$ cat src/rtl/key_encoder10_pkg.sv
// Shared types, constants and helpers for the 10-key debounced encoder.
package key_encoder10_pkg;

  localparam int unsigned CNT_W = 8;

  typedef logic [1:0] state_t;

  localparam state_t ST_IDLE    = 2'd0;
  localparam state_t ST_CHECK   = 2'd1;
  localparam state_t ST_HOLD    = 2'd2;
  localparam state_t ST_RELEASE = 2'd3;

  // Index of the single set bit, or 4'hF when zero or several bits are set.
  function automatic logic [3:0] onehot10_to_bin(input logic [9:0] v);
    logic [3:0]  idx;
    int unsigned ones;
    idx  = 4'hF;
    ones = 0;
    for (int i = 0; i < 10; i++) begin
      if (v[i]) begin
        ones = ones + 1;
        idx  = 4'(i);
      end else begin
        idx  = idx;
      end
    end
    if (ones != 1) begin
      idx = 4'hF;
    end else begin
      idx = idx;
    end
    return idx;
  endfunction

endpackage

$ cat src/rtl/key_encoder10_if.sv
// Key-line / code bus; D is 10 bits wide so a 10-line decoder output plugs straight in.
interface key_encoder10_if;
  logic       WD;
  logic [9:0] D;
  logic [3:0] Y;
  logic       valid;
  logic       err;
  logic       busy;

  modport master (output WD, D, input Y, valid, err, busy);
  modport slave  (input WD, D, output Y, valid, err, busy);
endinterface

$ cat src/rtl/sync2.sv
// Parameterized-width two-flop synchronizer with synchronous active-high reset.
module sync2 #(
  parameter int unsigned WIDTH = 1
) (
  input  logic             clk,
  input  logic             rst,
  input  logic [WIDTH-1:0] d,
  output logic [WIDTH-1:0] q
);

  logic [WIDTH-1:0] meta_q;
  logic [WIDTH-1:0] sync_q;

  always_ff @(posedge clk) begin
    if (rst) begin
      meta_q <= {WIDTH{1'b0}};
      sync_q <= {WIDTH{1'b0}};
    end else begin
      meta_q <= d;
      sync_q <= meta_q;
    end
  end

  assign q = sync_q;

endmodule

$ cat src/rtl/key_encoder10.sv
// Debounced 10-key to BCD encoder: press and release must each be stable for DEB_CYCLES samples.
module key_encoder10
  import key_encoder10_pkg::*;
#(
  parameter int unsigned DEB_CYCLES = 4
) (
  input  logic                   clk,
  input  logic                   rst,
  key_encoder10_if.slave         bus
);

  localparam logic [CNT_W-1:0] CNT_LAST = CNT_W'(DEB_CYCLES - 1);

  logic [9:0]       s;
  logic [3:0]       code;

  state_t           state_q, state_d;
  logic [CNT_W-1:0] cnt_q,   cnt_d;
  logic [9:0]       cand_q,  cand_d;
  logic [3:0]       y_q,     y_d;
  logic             valid_q, valid_d;
  logic             err_q,   err_d;
  logic             busy_q,  busy_d;

  sync2 #(.WIDTH(10)) u_sync2 (
    .clk (clk),
    .rst (rst),
    .d   (bus.D),
    .q   (s)
  );

  // Enable drop overrides every state; candidate is judged only when the check window completes.
  always_comb begin
    state_d = state_q;
    cnt_d   = cnt_q;
    cand_d  = cand_q;
    y_d     = y_q;
    valid_d = 1'b0;
    err_d   = 1'b0;
    code    = onehot10_to_bin(cand_q);
    if (!bus.WD) begin
      state_d = ST_IDLE;
      cnt_d   = {CNT_W{1'b0}};
    end else begin
      case (state_q)
        ST_IDLE: begin
          if (s != 10'd0) begin
            cand_d  = s;
            cnt_d   = {CNT_W{1'b0}};
            state_d = ST_CHECK;
          end else begin
            state_d = ST_IDLE;
          end
        end
        ST_CHECK: begin
          if (s != cand_q) begin
            state_d = ST_IDLE;
          end else if (cnt_q == CNT_LAST) begin
            state_d = ST_HOLD;
            if (code != 4'hF) begin
              y_d     = code;
              valid_d = 1'b1;
            end else begin
              err_d   = 1'b1;
            end
          end else begin
            cnt_d = cnt_q + 8'd1;
          end
        end
        ST_HOLD: begin
          if (s == 10'd0) begin
            cnt_d   = {CNT_W{1'b0}};
            state_d = ST_RELEASE;
          end else begin
            state_d = ST_HOLD;
          end
        end
        ST_RELEASE: begin
          if (s != 10'd0) begin
            state_d = ST_HOLD;
          end else if (cnt_q == CNT_LAST) begin
            state_d = ST_IDLE;
          end else begin
            cnt_d = cnt_q + 8'd1;
          end
        end
        default: begin
          state_d = ST_IDLE;
          cnt_d   = {CNT_W{1'b0}};
        end
      endcase
    end
    busy_d = (state_d != ST_IDLE);
  end

  always_ff @(posedge clk) begin
    if (rst) begin
      state_q <= ST_IDLE;
      cnt_q   <= {CNT_W{1'b0}};
      cand_q  <= 10'd0;
      y_q     <= 4'd0;
      valid_q <= 1'b0;
      err_q   <= 1'b0;
      busy_q  <= 1'b0;
    end else begin
      state_q <= state_d;
      cnt_q   <= cnt_d;
      cand_q  <= cand_d;
      y_q     <= y_d;
      valid_q <= valid_d;
      err_q   <= err_d;
      busy_q  <= busy_d;
    end
  end

  assign bus.Y     = y_q;
  assign bus.valid = valid_q;
  assign bus.err   = err_q;
  assign bus.busy  = busy_q;

endmodule
$ cat src/flat_wrapper.sv
// flat-port wrapper written by rule: the top's interface ports become plain ports
module key_encoder10_flat import key_encoder10_pkg::*;
#(
  parameter int unsigned DEB_CYCLES = 4
)
  (clk, rst, bus_WD, bus_D, bus_Y, bus_valid, bus_err, bus_busy);
  key_encoder10_if bus_i ();
  input  logic clk;
  input  logic rst;
  input wire logic [$bits(bus_i.WD)-1:0] bus_WD;
  input wire logic [$bits(bus_i.D)-1:0] bus_D;
  output wire logic [$bits(bus_i.Y)-1:0] bus_Y;
  output wire logic [$bits(bus_i.valid)-1:0] bus_valid;
  output wire logic [$bits(bus_i.err)-1:0] bus_err;
  output wire logic [$bits(bus_i.busy)-1:0] bus_busy;
  assign bus_i.WD = bus_WD;
  assign bus_i.D = bus_D;
  assign bus_Y = bus_i.Y;
  assign bus_valid = bus_i.valid;
  assign bus_err = bus_i.err;
  assign bus_busy = bus_i.busy;
  key_encoder10 #(.DEB_CYCLES(DEB_CYCLES)) u_core (.clk(clk), .rst(rst), .bus(bus_i));
endmodule
$ cat config.mk
export PLATFORM = sky130hd
export DESIGN_NAME = key_encoder10_flat
export DESIGN_NICKNAME = d
export VERILOG_FILES = /design/src/rtl/key_encoder10_pkg.sv /design/src/rtl/key_encoder10_if.sv /design/src/rtl/sync2.sv /design/src/rtl/key_encoder10.sv /design/src/flat_wrapper.sv
export SDC_FILE = /design/constraint.sdc
export NUM_CORES = 1
export LEC_CHECK = 0
export ABC_AREA = 0
export BUFFER_PORTS_ARGS = -buffer_cell sky130_fd_sc_hd__buf_2
export CAP_MARGIN = 5
export CORE_MARGIN = 2
export CORE_UTILIZATION = 30
export DETAILED_ROUTE_END_ITERATION = 8
export GPL_ROUTABILITY_DRIVEN = 0
export MAX_ROUTING_LAYER = met4
export PLACE_DENSITY = 0.55
export SYNTH_ARGS = -nofsm -noshare
export SYNTH_HDL_FRONTEND = slang
export SYNTH_SLANG_ARGS = --single-unit
$ cat constraint.sdc
create_clock -name clk -period 8.1 [get_ports clk]
set_clock_uncertainty 0.2 [all_clocks]
set_input_delay 0.405 -clock clk [delete_from_list [all_inputs] [get_ports clk]]
set_output_delay 0.405 -clock clk [all_outputs]
set_load 0.005 [all_outputs]
==> run summary <==
The run finished with clean final reports. Registers take 940.9 um2. For the initial antenna violation count, the log shows 0. The worst setup path is captured at a register. The clock transition time at the flip-flop clock pins of the worst setup and hold paths was 0.08 ns; the detailed placement HPWL was 3.908 mm. The via-per-instance ratio was 4.896; the count of input and output buffers was 19. In the routed design, unresolved DRC markers number 0. Counting flops with an async set or reset pin after synthesis yields a share of 0%. The logs give 2,076 for the number of vias after detailed routing and 5.300 mm for the final wirelength. Dividing total power by cell area gives a power density of 152.0 nW/um2.

Of the synthesized area, sequential elements account for 34.21%. The floorplan step defined a core boundary enclosing 8806 um2. Summed over all layers, the global routing overflow is 0. Once layout is complete, the cells apart from fillers number 424.

The post-cts gate resize count is 0. Grouping stages by cell kind, the critical path spends the most delay in adder cells. Core utilization of the finished layout: 34.06%. TritonCTS built the clock tree. The run gives 29.8% as the fraction of power consumed by the clock network.

The worst flop-to-flop path startpoint is u_core.cand_q[0]. The worst setup path is launched from a register. The number of cells traversed by the worst register-to-register path came out at 28. The first global-routing pass estimated 9.218 mm of wire. Net switching is 27.20% of the power. The delay of the slowest cell on the worst path was 0.48 ns; the share of power burned in registers was 53.9%. Counting the buffers created by CTS gives 5.

Number of antenna diodes: 0. The die is 99.75 um tall. The tools report the clock insertion delay at the later pin of the skew report as 0.30 ns. The main flop type after synthesis was sky130_fd_sc_hd__dfxtp_1. The synthesized netlist contains 62 unique library cells. The signed area change from the synthesized netlist to the final layout was 9.054%; the maximum vdd ir drop was 0.00007143 V. The count of mapped cells out of synthesis is 303, and the worst slew slack as a fraction of its limit is 58.03%.

Setup total negative slack on the finished layout was measured at 0 ns. The run gives 0 as the number of failing hold endpoints at the final stage. Counting tap cells, the placed design contains a total of 416 instances. Setup repair after global routing left no endpoint under its margin. The library cell used most frequently in the layout, excluding fill and tap cells, is sky130_fd_sc_hd__dfxtp_1.

Entering global routing, the biggest net connects 37 pins. The tools report the H-tree depth as 2. At the worst endpoint, the required time is 8.06 ns. Per-instance average area after synthesis: 9.076 um2. Max-cap violations in this run came to 0. The run gives 47 as the number of sinks on the clock net. The end point of the most critical hold path is u_core.u_sync2.meta_q[7]. The root buffer cell chosen for the clock tree is sky130_fd_sc_hd__clkbuf_8. Along the worst hold path, the cell count comes to 2. The tools report the maximum frequency from static timing analysis as 0.1581 GHz. Cells with a size suffix above 1 make up 12.97% of the layout.

Before antenna repair, the detailed router went through 4 iterations. The cell area that synthesis handed to floorplanning was 2750 um2. After detailed routing, the average wire length per cell comes to 12.50 um. The run gives 0 as the remaining antenna violation count. In the layout the commonest cells are sky130_fd_sc_hd__dfxtp_1 (47), sky130_fd_sc_hd__nor2_1 (28), sky130_fd_sc_hd__nor2b_1 (24). For the worst setup path, the data arrival time is 6.29 ns. The fill cell instance count of the final layout was 926; the maximum number of buffers from clock root to sink was 2. The tools report the number of endpoints failing setup at the final stage as 0. The cell seen most often among critical-path stages was sky130_fd_sc_hd__ha_1. For this configuration, the core starts out at a cell density of 31.23%. Row generation in the floorplan step produced 34 rows.

In this run the worst hold path is classified as in -> reg. The hold buffer count at cts was 0. For this run, the number of Yosys warnings is 0. In this run, synthesis inferred 0 flip-flops with an integrated enable.

The worst path in the final design needs a cycle of 6.326 ns, including I/O delays and setup. In this run the register-to-register setup slack is 1.77 ns. Global routing used 11.75% of the available tracks across all layers. The final net count came out at 339. In the final layout, the multi-input gates occupy 1690 um2. The die area was 9949 um2; the x dimension of the die was 99.75 um. Count of pins over their slew limit: 0. The tools report the via count of the first global-routing pass as 1,948. Synthesis inferred 47 register bits.

Per report_power, the combinational group accounts for 16.3% of the total. The tools report the endpoint of the lowest-slack register-to-register path as u_core.bus.Y[1]. Buffers added to address setup during post-CTS repair amount to 0. Number of buffer and inverter stages on the critical path: 1. The final critical path takes up 78.10% of the cycle. The switching power was 0.1240 mW; the maximum fanout encountered on the critical timing path was 7. The starting DRC count in detailed routing was 74; the actual transition at the worst max-transition pin was 0.6295 ns. The internal power of the cells totals 0.3318 mW. Slowest stage cell on the critical path: sky130_fd_sc_hd__a2111oi_0. Worst min-delay path startpoint: bus_D[7]. The tools report the synthesized netlist net count as 327. The number of top-level pins was 20; the static leakage was 1.138 nW.

The category of the most critical setup path is reg -> reg.
## power groups by stage
stage	clock [mW]	combinational, mW	sequential (mW)
after global routing	0.151	0.0850	0.247
after global placement	0	0.0740	0.251
final	0.136	0.0744	0.246
after CTS	0.141	0.0751	0.246
after detailed placement	0	0.0747	0.251
after floorplan	0	0.0633	0.247
## sequential cells by signal, indices dropped and copies added (netlist names)
register,flops
u_core.state_q,2
u_core.cnt_q,8
u_core.u_sync2.q,10
u_core.bus.err,1
u_core.cand_q,10
u_core.bus.valid,1
u_core.bus.Y,4
u_core.bus.busy,1
u_core.u_sync2.meta_q,10
## through the flow
stage | setup slack, ns | power (mW) | hold WS (ns) | cell area [um2]
after floorplan | 2.296 | 0.3103 | 0.2138 | 2750
after detailed placement | 1.805 | 0.3261 | 0.2212 | 2918
after global routing | 1.191 | 0.4829 | 0.1078 | 2999
after global placement | 1.932 | 0.3251 | 0.2184 | 2918
after CTS | 1.781 | 0.4616 | 0.1020 | 2999
final | 1.774 | 0.4558 | 0.1110 | 2999
## cell type report
cell class	count	share of cell area [%]
clock inverter	1	0.1669
inverter	15	1.877
timing repair buffer	19	3.171
multi-input combinational	227	56.36
clock buffer	7	2.545
sequential	47	31.37
tap	108	4.506
## Yosys cell counts (all sizes together) (2+ instances only)
library cell / count / area (um2)
nand2: 19 / 81.33
o31ai: 2 / 15.01
buf: 3 / 21.27
ha: 11 / 137.6
o21ai: 5 / 25.02
a31oi: 2 / 12.51
xnor2: 16 / 140.1
a211oi: 6 / 45.04
o21bai: 2 / 15.01
nor4: 4 / 25.02
and3: 2 / 12.51
xor2: 14 / 167.7
a21oi: 8 / 40.04
xnor3: 3 / 70.07
nor3b: 2 / 25.02
nor3: 8 / 40.04
mux2: 2 / 26.27
nand3: 13 / 77.58
and2: 6 / 37.54
o211ai: 3 / 27.52
dfxtp: 47 / 940.9
a2111oi: 4 / 35.03
inv: 15 / 56.30
nor2: 28 / 105.1
nor2b: 24 / 150.1
nand4: 6 / 37.54
clkbuf: 11 / 41.29
mux2i: 10 / 100.1
or4: 3 / 23.77
nand2b: 3 / 18.77
## logic make-up (layout without fill, tap and decap cells)
logic type | Yosys count | after routing | share of synthesized area, %
AO/OA/AOI/OAI | 49 | 49 | 13.38
XOR/XNOR | 33 | 33 | 13.74
adder cells (fa/ha/maj) | 11 | 11 | 5.004
buffers and inverters | 29 | 42 | 4.322
flip-flops | 47 | 47 | 34.21
multiplexers | 13 | 13 | 5.414
AND/OR/NAND/NOR | 121 | 121 | 23.93
## per-layer routing
metal  track usage, %  vias up  routed length [um]
li1                 -     1091                   -
met1            15.55      941                2687
met4            3.267        0                  67
met3            2.389        7                 185
met5                -        -                   0
met2            18.30       37                2360
## how the worst max path moves through the flow
stage                           startpoint               to  slack, ns  depth (start not counted)
after floorplan           u_core.cand_q[0]  u_core.bus.Y[0]       2.30                         28
after global placement    u_core.cand_q[0]  u_core.bus.Y[0]       1.93                         28
after detailed placement  u_core.cand_q[0]  u_core.bus.Y[0]       1.81                         28
after CTS                 u_core.cand_q[0]  u_core.bus.Y[0]       1.78                         28
after global routing      u_core.cand_q[0]  u_core.bus.Y[0]       1.19                         28
final                     u_core.cand_q[0]  u_core.bus.Y[1]       1.77                         28
Power figures use the tool's default switching activity.
